===== src/rtl/npc_pkg.sv =====
// Shared constants and types for the instruction fetch unit.
package npc_pkg;

    localparam int unsigned IFU_XLEN     = 32;
    localparam logic [31:0] IFU_RESET_PC = 32'h8000_0000;
    // Instruction word carried by fault markers.
    localparam logic [31:0] IFU_NOP_INST = 32'h0000_0000;

    typedef enum logic [1:0] {
        StIdle = 2'd0,
        StReq  = 2'd1,
        StWait = 2'd2,
        StOut  = 2'd3
    } ifu_state_e;

endpackage


===== src/rtl/ifu_perf_cnt.sv =====
// Fetch performance counters: delivered instructions and memory stall cycles.
module ifu_perf_cnt (
    input  logic        clk,
    input  logic        rst,
    input  logic        fetch_inc,
    input  logic        stall_inc,
    output logic [63:0] perf_fetch_cnt,
    output logic [63:0] perf_stall_cnt
);

    logic [63:0] fetch_q;
    logic [63:0] stall_q;

    always_ff @(posedge clk) begin
        if (rst) begin
            fetch_q <= 64'd0;
            stall_q <= 64'd0;
        end else begin
            if (fetch_inc) begin
                fetch_q <= fetch_q + 64'd1;
            end
            if (stall_inc) begin
                stall_q <= stall_q + 64'd1;
            end
        end
    end

    assign perf_fetch_cnt = fetch_q;
    assign perf_stall_cnt = stall_q;

endmodule


===== src/rtl/ifu_fetch.sv =====
// Instruction fetch stage: owns the PC, fetches words, hands one instruction to decode.
// Optional performance counters are enabled by defining IFU_PERF_CNT_EN.
module ifu_fetch
    import npc_pkg::*;
#(
    parameter int unsigned     XLEN     = IFU_XLEN,
    parameter logic [XLEN-1:0] RESET_PC = IFU_RESET_PC
) (
    input  logic            clk,
    input  logic            rst,
`ifdef IFU_PERF_CNT_EN
    output logic [63:0]     perf_fetch_cnt,
    output logic [63:0]     perf_stall_cnt,
`endif
    output logic            mem_req_valid,
    input  logic            mem_req_ready,
    output logic [XLEN-1:0] mem_req_addr,
    input  logic            mem_rsp_valid,
    input  logic [31:0]     mem_rsp_data,
    input  logic            mem_rsp_err,
    output logic            inst_valid,
    input  logic            inst_ready,
    output logic [31:0]     inst,
    output logic [XLEN-1:0] inst_pc,
    output logic            inst_fault,
    input  logic            redirect_valid,
    input  logic [XLEN-1:0] redirect_pc,
    input  logic            halt
);

    ifu_state_e      state_q;
    logic [XLEN-1:0] pc_q;
    logic            drop_q;
    logic [31:0]     inst_q;
    logic [XLEN-1:0] inst_pc_q;
    logic            inst_fault_q;

    logic       req_fire;
    logic       inst_fire;
    logic       misaligned;
    ifu_state_e resume_state;

    // A pending stale response blocks new requests so only one is ever outstanding.
    assign mem_req_valid = (state_q == StReq) && !drop_q;
    assign mem_req_addr  = pc_q;
    assign inst_valid    = (state_q == StOut);
    assign inst          = inst_q;
    assign inst_pc       = inst_pc_q;
    assign inst_fault    = inst_fault_q;

    assign req_fire     = mem_req_valid && mem_req_ready;
    assign inst_fire    = inst_valid && inst_ready;
    assign misaligned   = redirect_valid && (redirect_pc[1:0] != 2'b00);
    assign resume_state = halt ? StIdle : StReq;

    always_ff @(posedge clk) begin
        if (rst) begin
            state_q      <= StIdle;
            pc_q         <= RESET_PC;
            drop_q       <= 1'b0;
            inst_q       <= IFU_NOP_INST;
            inst_pc_q    <= RESET_PC;
            inst_fault_q <= 1'b0;
        end else begin
            if (redirect_valid) begin
                pc_q <= redirect_pc;
            end else if (inst_fire) begin
                pc_q <= pc_q + XLEN'(4);
            end

            // Abandoning an in-flight request: its response must be swallowed.
            if (redirect_valid && (req_fire || (state_q == StWait && !mem_rsp_valid))) begin
                drop_q <= 1'b1;
            end else if (mem_rsp_valid) begin
                drop_q <= 1'b0;
            end

            if (misaligned) begin
                state_q      <= StOut;
                inst_q       <= IFU_NOP_INST;
                inst_pc_q    <= redirect_pc;
                inst_fault_q <= 1'b1;
            end else begin
                unique case (state_q)
                    StIdle: begin
                        if (!halt) begin
                            state_q <= StReq;
                        end
                    end
                    StReq: begin
                        if (req_fire) begin
                            state_q <= StWait;
                        end
                    end
                    StWait: begin
                        if (mem_rsp_valid) begin
                            if (drop_q || redirect_valid) begin
                                state_q <= resume_state;
                            end else begin
                                state_q      <= StOut;
                                inst_q       <= mem_rsp_data;
                                inst_pc_q    <= pc_q;
                                inst_fault_q <= mem_rsp_err;
                            end
                        end
                    end
                    StOut: begin
                        if (inst_fire || redirect_valid) begin
                            state_q <= resume_state;
                        end
                    end
                endcase
            end
        end
    end

`ifdef IFU_PERF_CNT_EN
    logic stall_inc;
    assign stall_inc = ((state_q == StReq) && !mem_req_ready) ||
                       ((state_q == StWait) && !mem_rsp_valid);

    ifu_perf_cnt u_perf_cnt (
        .clk            (clk),
        .rst            (rst),
        .fetch_inc      (inst_fire),
        .stall_inc      (stall_inc),
        .perf_fetch_cnt (perf_fetch_cnt),
        .perf_stall_cnt (perf_stall_cnt)
    );
`else
    // Counters absent in this build.
`endif

endmodule


===== config.mk =====
export PLATFORM = sky130hd
export DESIGN_NAME = ifu_fetch
export DESIGN_NICKNAME = d
export VERILOG_FILES = /design/src/rtl/npc_pkg.sv /design/src/rtl/ifu_perf_cnt.sv /design/src/rtl/ifu_fetch.sv
export SDC_FILE = /design/constraint.sdc
export NUM_CORES = 1
export LEC_CHECK = 0
export ABC_AREA = 0
export BUFFER_PORTS_ARGS = -buffer_cell sky130_fd_sc_hd__buf_4
export CORE_MARGIN = 2
export CORE_UTILIZATION = 49
export CTS_CLUSTER_DIAMETER = 80
export CTS_CLUSTER_SIZE = 8
export DETAILED_ROUTE_END_ITERATION = 10
export GPL_TIMING_DRIVEN = 0
export PLACE_DENSITY = 0.85
export SLEW_MARGIN = 10
export SYNTH_ARGS = -nofsm -noshare
export SYNTH_HDL_FRONTEND = slang
export SYNTH_SLANG_ARGS = --single-unit

===== constraint.sdc =====
create_clock -name clk -period 2.3 [get_ports clk]
set_input_delay 0.46 -clock clk [delete_from_list [all_inputs] [get_ports clk]]
set_output_delay 0.46 -clock clk [all_outputs]
set_load 0.01 [all_outputs]

==> results of run 1 <==
## placed cells by master (no fill, tap or decap), types with 12 or more instances in the layout
cell / netlist / final
a211oi_1: 13 / 13
a21oi_1: 42 / 42
a311oi_1: 38 / 37
buf_4: 2 / 177
clkbuf_1: 34 / 32
dfxtp_1: 100 / 96
nand2_1: 141 / 141
nor2_1: 53 / 53
nor3_1: 12 / 12
o21ai_0: 14 / 14
## logic make-up (layout without fill, tap and decap cells)
| kind of cell | count (synthesis) | count (layout) | share of synthesized area |
|---|---|---|---|
| adders and majority gates | 1 | 1 | 0.00274 |
| muxes | 1 | 1 | 0.00219 |
| and+or+nand+nor | 273 | 273 | 0.277 |
| buffers and inverters | 58 | 248 | 0.0533 |
| AOI/OAI and AO/OA | 136 | 136 | 0.210 |
| DFF | 100 | 100 | 0.438 |
| xor gates and xnor gates | 9 | 9 | 0.0172 |
## Yosys cell counts (all sizes together) (2+ instances only)
cell / number
nor3: 12
or3: 8
o31ai: 2
buf: 13
a31oi: 2
nor2: 54
and3: 6
a221oi: 4
inv: 10
o21ai: 15
a311oi: 38
nor3b: 2
nand4: 11
nand3: 9
or4: 6
clkbuf: 34
dfxtp: 100
a31o: 2
and4: 8
nor2b: 3
and2: 4
nand2: 141
or2: 2
xnor2: 8
o2111a: 3
nor4: 4
a211oi: 13
a311o: 4
o211ai: 3
a21oi: 42
## critical path, stage by stage, from the launching register on
cell and delay [ps]:
dfxtp_1 440, nand4_1 190, buf_2 230, or4_1 610, or3_1 380, a311oi_1 270
## worst max path at each step
| stage | endpoint | start | slack (ps) | cells after the start |
|---|---|---|---|---|
| 2_1_floorplan | mem_req_addr[26]$_SDFFE_PP0N_ | mem_req_addr[2]$_SDFFE_PP0N_ | 150 | 5 |
| 3_3_place_gp | inst[24]$_SDFFE_PP0P_ | redirect_valid | -30 | 7 |
| 3_5_place_dp | inst_pc[21]$_SDFFE_PP0P_ | redirect_valid | -130 | 6 |
| 4_1_cts | mem_req_addr[17]$_SDFFE_PP0N_ | mem_req_addr[5]$_SDFFE_PP0N_ | 20 | 6 |
| 5_1_grt | mem_req_addr[19]$_SDFFE_PP0N_ | mem_req_addr[6]$_SDFFE_PP0N_ | -30 | 5 |
| 6_report | mem_req_addr[19]$_SDFFE_PP0N_ | mem_req_addr[6]$_SDFFE_PP0N_ | 80 | 5 |
## cell type report
cell class / instances / area (um2) / share of cell area
multi-input cells: 420 / 2350 / 0.377
repair buffers: 175 / 1310 / 0.211
clock inverters: 5 / 37.5 / 0.00602
flip-flops and latches: 100 / 2010 / 0.323
clock buffers: 11 / 141 / 0.0227
plain buffers: 46 / 201 / 0.0323
well taps: 111 / 139 / 0.0223
inverters: 11 / 41.3 / 0.00662
## layer usage
layer | global-route usage | vias up | wire [um]
li1 | - | 2440 | -
met1 | 0.352 | 2375 | 5940
met2 | 0.468 | 250 | 7100
met3 | 0.0804 | 37 | 1350
met4 | 0.129 | 0 | 410
met5 | 0 | - | 0
## power by group
part | total, mW | switching, mW | internal [mW]
Combinational | 0.658 | 0.343 | 0.315
Sequential | 1.92 | 0.0956 | 1.83
Clock | 1.06 | 0.636 | 0.426
Total | 3.64 | 1.07 | 2.57
## timing repair
| action | CTS | global route |
|---|---|---|
| gates resized for setup | 2 | 11 |
| endpoints found under the setup margin | 3 | 30 |
| pin swaps | 0 | 4 |
| buffers inserted | 0 | 6 |
## state kept, by name, indices dropped and copies added (netlist names)
name,count
inst,32
drop_q,1
mem_req_addr,32
inst_pc,32
inst_fault,1
state_q,2
==> results_dict.tcl, run 1 <==
set metrics [dict create \
    r2r_cells 5 \
    clock_sinks 100 \
    critPathMaxFanout 10 \
    clk_latency_ps 370 \
    slew_headroom 0.485 \
    n_fill_cell 759 \
    dpl.cell_count 858 \
    htree_levels 3 \
    route.detailed.drc 0 \
    hold_end "inst[15]$_SDFFE_PP0P_" \
    min_path_type "in -> reg" \
    drive_gt1_frac 0.285 \
    crit_arrival_ps 2500 \
    grt_pass1_wl_mm 23.2 \
    r2r-end "mem_req_addr[19]$_SDFFE_PP0N_" \
    fin_cells 879 \
    synth_area_leaders "dfxtp_1 44%, nand2_1 12%, a311oi_1 7.3%" \
    ys_warn_count 0 \
    clk_path_buf_depth 2 \
    dp_slack_ps -127 \
    syn_to_final_growth_pct 36.4 \
    tns_ps 0 \
    holdPathStages 3 \
    vias_per_cell 5.80 \
    synth.distinct_cells 54 \
    finalInstanceArea_mm2 0.00624 \
    synth_edf_count 0 \
    timing.final.ws_setup_ps 82.2 \
    async_flop_share 0 \
    worstMarginPinSlew_ps 765 \
    power_density_mw_per_mm2 584 \
    rows 35 \
    vdd_drop_max_mv 0.311 \
    cts_buffers 9 \
    syn_avg_cell_area_um2 7.91 \
    crit_type "reg -> reg" \
    grt_pass1_vias 4808 \
    placed_area_mm2 0.00598 \
    ys_ff_latch 100 \
    syn-cell-area_mm2 0.00457 \
    num_vias 5102 \
    drtAntennaViolNets 0 \
    r2r-start "mem_req_addr[6]$_SDFFE_PP0N_" \
    holdCritStartpoint "mem_rsp_data[15]" \
    leakage_nw 2.51 \
    r2r_setup_slack_ps 80 \
    coreArea_mm2 0.00915 \
    end_kind "flip-flop" \
    gr-usage-all-layers 0.287 \
    first_pass_iters 5 \
    holdWs_ps 330 \
    die_x_um 101 \
    critPathLaunchType "flip-flop" \
    maxCapViolCount 0 \
    synthCells 578 \
    grt_overflow 0 \
    first_iter_violations 417 \
    crit_required_ps 2580 \
    drt_wl_total_mm 14.8 \
    initial_utilization 0.500 \
    hold_buffers 0 \
    path_clk_slew_ps 100 \
    cts-root-buf "clkbuf_8" \
    status "completed" \
    ios 171 \
    fin_crit_sh 0.964 \
    synth_fp_nets 651 \
    final_hold_viol_count 0 \
    gp_congestion 0.920 \
    finalPower_mw 3.64 \
    final-setup-viol-count 0 \
    fin_crit_ps 2220 \
    nNetsFinal 836 \
    num_antenna_cells 0 \
    synth_area_leader_cell "dfxtp_1" \
    antenna_found_initial 0 \
    final_util 0.681 \
    synth_top_area_share 0.438 \
    cts_tree "yes" \
    finClkSkew_ps 9.38 \
    port_buffers 169 \
    synth_flop_cell "dfxtp_1" \
    ys_seq_area_frac 0.438 \
    max_freq_ghz 0.451 \
    dieArea_mm2 0.0101 \
    slew_viol_final 0 \
    hpwl_mm 10.9 \
    routedWlPerCell_um 16.8 \
    die_y_um 101 \
    grt_max_degree 17 \
]
No activity file was read; power rests on OpenSTA's default activity.
==> run 2: changes to the inputs <==
CORE_ASPECT_RATIO = 1.1   (was default)
==> results_dict.tcl, run 2 (synthesis results as in run 1) <==
set metrics [dict create \
    die_x_um 96.1 \
    crit_buf_inv 2 \
    cts_buffers 9 \
    min_path_type "in -> reg" \
    dp_slack_ps -76.5 \
    cts_tree "yes" \
    route.detailed.drc 0 \
    grt_max_degree 16 \
    fin_crit_sh 0.957 \
    gr-usage-all-layers 0.292 \
    fin_crit_ps 2200 \
    power_density_mw_per_mm2 620 \
    coreArea_mm2 0.00896 \
    maxCapViolCount 0 \
    multiInputGateArea_mm2 0.00235 \
    cts-root-buf "clkbuf_8" \
    grt_pass1_wl_mm 23.5 \
    finClkSkew_ps 7.41 \
    tns_ps 0 \
    vdd_drop_max_mv 0.380 \
    status "completed" \
    vias_per_cell 5.81 \
    fin_cells 880 \
    num_vias 5114 \
    crit_path_max_incr_delay_ps 480 \
    slew_headroom 0.421 \
    initial_utilization 0.510 \
    timing.final.ws_setup_ps 99.5 \
    path_cells "nand4_1 > buf_2 > nor4_4 > clkbuf_4 > a21oi_1 > a221oi_1" \
    final_util 0.700 \
    dpl.cell_count 861 \
    first_iter_violations 314 \
    n_fill_cell 734 \
    clock_sinks 100 \
    critPathLaunchType "flip-flop" \
    clk_path_buf_depth 2 \
    final_hold_viol_count 0 \
    worstMarginPinSlew_ps 863 \
    first_pass_iters 7 \
    drtAntennaViolNets 0 \
    die_y_um 105 \
    htree_levels 3 \
    nNetsFinal 834 \
    final_common_cell "buf_4" \
    port_buffers 169 \
    r2r_setup_slack_ps 100 \
    syn_to_final_growth_pct 37.2 \
    drive_gt1_frac 0.279 \
    final-setup-viol-count 0 \
    path_clk_slew_ps 90 \
    crit_family "simple AND/OR/NAND/NOR gates" \
    end_kind "flip-flop" \
    gp_congestion 0.882 \
    slowest_stage "dfxtp_1" \
    grt_pass1_vias 4866 \
    grt_overflow 0 \
    routedWlPerCell_um 16.9 \
    final_cell_mix "174 x buf_4, 141 x nand2_1, 98 x dfxtp_1" \
    crit_arrival_ps 2480 \
    max_freq_ghz 0.454 \
    crit_type "reg -> reg" \
    leakage_nw 2.52 \
    ios 171 \
    rows 36 \
    dieArea_mm2 0.0101 \
    drt_wl_total_mm 14.9 \
    slew_viol_final 0 \
    finalPower_mw 3.89 \
    antenna_found_initial 0 \
    critPathMaxFanout 10 \
    hpwl_mm 11.0 \
    rsz0062_at_grt "no" \
    clk_latency_ps 370 \
    crit_required_ps 2580 \
    num_antenna_cells 0 \
    seq_area_mm2 0.00201 \
]
-- run 2: cell count changes in the layout (fill, tap and decap cells not counted), sizes merged --
cell	before	now
buf	188	184
clkinv	4	1
bufinv	0	2
clkinvlp	2	1
clkbuf	44	48
-- run 2: worst paths after layout --
path | end | startpoint | depth (start not counted)
worst max-delay path | mem_req_addr[15]$_SDFFE_PP0N_ | mem_req_addr[5]$_SDFFE_PP0N_ | 6
worst min-delay path | inst[5]$_SDFFE_PP0P_ | mem_rsp_data[5] | 3
worst max register to register | mem_req_addr[15]$_SDFFE_PP0N_ | mem_req_addr[5]$_SDFFE_PP0N_ | 6
worst min register to register | inst[22]$_SDFFE_PP0P_ | inst[22]$_SDFFE_PP0P_ | 2
-- run 2: per-layer routing --
layer,GRT usage,share of wire,vias up
met1,0.359,0.39,2363
met3,0.0708,0.098,47
met4,0.117,0.027,0
met5,0,0,-
li1,-,-,2437
met2,0.483,0.48,267
-- run 2: where the power goes --
part           internal (mW)  switching [mW]
combinational          0.315           0.344
clock                  0.703           0.610
sequential              1.83          0.0946
total                   2.85            1.05
-- run 2: final cells by class --
| class | instances | area share |
|---|---|---|
| clock inverter | 3 | 0.0108 |
| clock buffer | 13 | 0.0269 |
| buffer | 47 | 0.0327 |
| tap | 114 | 0.0227 |
| multi-input combinational | 420 | 0.375 |
| inverter | 11 | 0.00658 |
| timing repair buffer | 172 | 0.206 |
| sequential | 100 | 0.320 |
-- run 2: tightest hold or removal path, cell delays in order --
cell and delay, ps:
buf_4 110, nand2_1 40, a21oi_1 50
-- run 2: per-stage QoR --
step	hold WS (ps)	area [um2]
after floorplan	481	4570
after global placement	445	5980
after detailed placement	450	5980
after CTS	324	6230
after global routing	329	6270
final	329	6270
-- run 2: what timing repair did --
action                                  CTS  global route
buffers inserted                          0             3
pin swaps                                 0             3
hold buffers                              0             0
endpoints found under the setup margin    5            12
resized for setup                         3             5
endpoints found under the hold margin     0             0
==> run 3: changes to the inputs <==
REMOVE_ABC_BUFFERS = 1   (was default)
==> results_dict.tcl, run 3 (synthesis results as in run 1) <==
set metrics [dict create \
    status "completed" \
    gr-usage-all-layers 0.274 \
    drt_wl_total_mm 14.1 \
    cts_tree "yes" \
    critPathMaxFanout 9 \
    r2r_setup_slack_ps 60 \
    leakage_nw 2.49 \
    num_vias 4944 \
    clock_sinks 100 \
    pwr-share-seq 0.509 \
    syn_to_final_growth_pct 36.3 \
    fin_cells 845 \
    port_buffers 170 \
    final_cell_mix "178 x buf_4, 140 x nand2_1, 96 x dfxtp_1" \
    final_common_cell "buf_4" \
    timing.final.ws_setup_ps 57.0 \
    hpwl_mm 9.42 \
    finClkSkew_ps 12.5 \
    holdPathStages 3 \
    slew_viol_final 0 \
    maxCapViolCount 0 \
    tns_ps 0 \
    max_freq_ghz 0.446 \
    grt_pass1_wl_mm 22.2 \
    p_int_mw 2.74 \
    sw_frac_of_total 0.278 \
    die_x_um 96.1 \
    first_pass_iters 5 \
    fin_crit_sh 0.975 \
    hold_buffers 0 \
    final-setup-viol-count 0 \
    initial_utilization 0.510 \
    r2r-end "mem_req_addr[26]$_SDFFE_PP0N_" \
    holdCritStartpoint "mem_rsp_data[7]" \
    cts_buffers 9 \
    finalPower_mw 3.79 \
    grt_pass1_vias 4679 \
    finalInstanceArea_mm2 0.00623 \
    grt_overflow 0 \
    crit_family "simple AND/OR/NAND/NOR gates" \
    placed_area_mm2 0.00589 \
    worstMarginPinSlew_ps 836 \
    crit_buf_inv 0 \
    p_comb_frac 0.165 \
    dpl.cell_count 818 \
    coreArea_mm2 0.00896 \
    p_clk_frac 0.326 \
    clk_latency_ps 370 \
    crit_required_ps 2600 \
    holdWs_ps 327 \
    ios 171 \
    routedWlPerCell_um 16.6 \
    grt_max_degree 66 \
    vias_per_cell 5.85 \
    num_antenna_cells 0 \
    die_y_um 105 \
    nNetsFinal 799 \
    min_path_type "in -> reg" \
    end_kind "flip-flop" \
    route.detailed.drc 0 \
    clk_path_buf_depth 2 \
    gp_congestion 0.851 \
    slew_headroom 0.441 \
    slowest_stage "or4_4" \
    p_sw_mw 1.06 \
    r2r-start "mem_req_addr[3]$_SDFFE_PP0N_" \
    crit_arrival_ps 2540 \
    crit_path_max_incr_delay_ps 580 \
    power_density_mw_per_mm2 608 \
    hold_end "inst[7]$_SDFFE_PP0P_" \
    crit_type "reg -> reg" \
    drive_gt1_frac 0.301 \
    final_hold_viol_count 0 \
    fin_crit_ps 2240 \
    drtAntennaViolNets 0 \
    vdd_drop_max_mv 0.429 \
    htree_levels 3 \
    dp_slack_ps -328 \
    path_clk_slew_ps 110 \
    path_cells "ha_2 > nand4_4 > or4_4 > or4_1 > a311oi_2" \
    antenna_found_initial 0 \
    r2r_cells 5 \
    final_util 0.695 \
    dieArea_mm2 0.0101 \
    first_iter_violations 289 \
    critPathLaunchType "flip-flop" \
    cts-root-buf "clkbuf_8" \
    rows 36 \
]
[run 3: cell count changes in the layout (fill, tap and decap cells not counted), moves of 2 or more]
cell,delta
dfxtp_1,-2
dfxtp_2,+2
buf_16,+2
clkinv_4,+3
clkbuf_1,-35
buf_4,+4
buf_12,+2
buf_2,-8
[run 3: how the worst max path moves through the flow]
stage	startpoint	endpoint	slack, ps	depth (start not counted)
after floorplan	redirect_pc[1]	inst[0]$_SDFFE_PP0P_	-1800	3
after global placement	redirect_pc[1]	inst[3]$_SDFFE_PP0P_	-3430	4
after detailed placement	redirect_valid	inst_pc[1]$_SDFFE_PP0P_	-330	5
after CTS	mem_req_addr[2]$_SDFFE_PP0N_	mem_req_addr[26]$_SDFFE_PP0N_	4	5
after global routing	mem_req_addr[3]$_SDFFE_PP0N_	mem_req_addr[26]$_SDFFE_PP0N_	-0.8	5
final	mem_req_addr[3]$_SDFFE_PP0N_	mem_req_addr[26]$_SDFFE_PP0N_	60	5
[run 3: area by class of cell]
cell class,count,area (um2)
clock inverter,4,56.3
timing repair buffer,182,1430
tap,114,143
clock buffer,12,165
sequential,100,2010
fill,710,2730
inverter,11,42.5
multi-input combinational,422,2380
[run 3: worst register-to-register path: stages (launching register included)]
cell and delay (ps):
dfxtp_2 390, ha_2 200, nand4_4 180, or4_4 580
or4_1 550, a311oi_2 270
[run 3: what timing repair did]
item | 4_1_cts | 5_1_grt
pin swaps | 3 | 5
resized for setup | 4 | 7
endpoints found under the setup margin | 71 | 46
setup buffers | 3 | 6
cloned | 1 | 1
[run 3: metal layers]
metal  vias up  GRT usage  wire (um)
li1       2364          -          -
met1      2324      0.338       5570
met2       223      0.448       6830
met3        33     0.0851       1330
met4         0     0.0908        346
met5         -          0          0
[run 3: power groups by stage]
stage / registers [mW] / logic [mW] / clock network [mW]
final: 1.93 / 0.626 / 1.23
after global routing: 1.95 / 0.685 / 1.32
after CTS: 1.93 / 0.625 / 1.24
after detailed placement: 1.97 / 0.617 / 0
after global placement: 1.96 / 0.588 / 0
after floorplan: 1.99 / 0.229 / 0
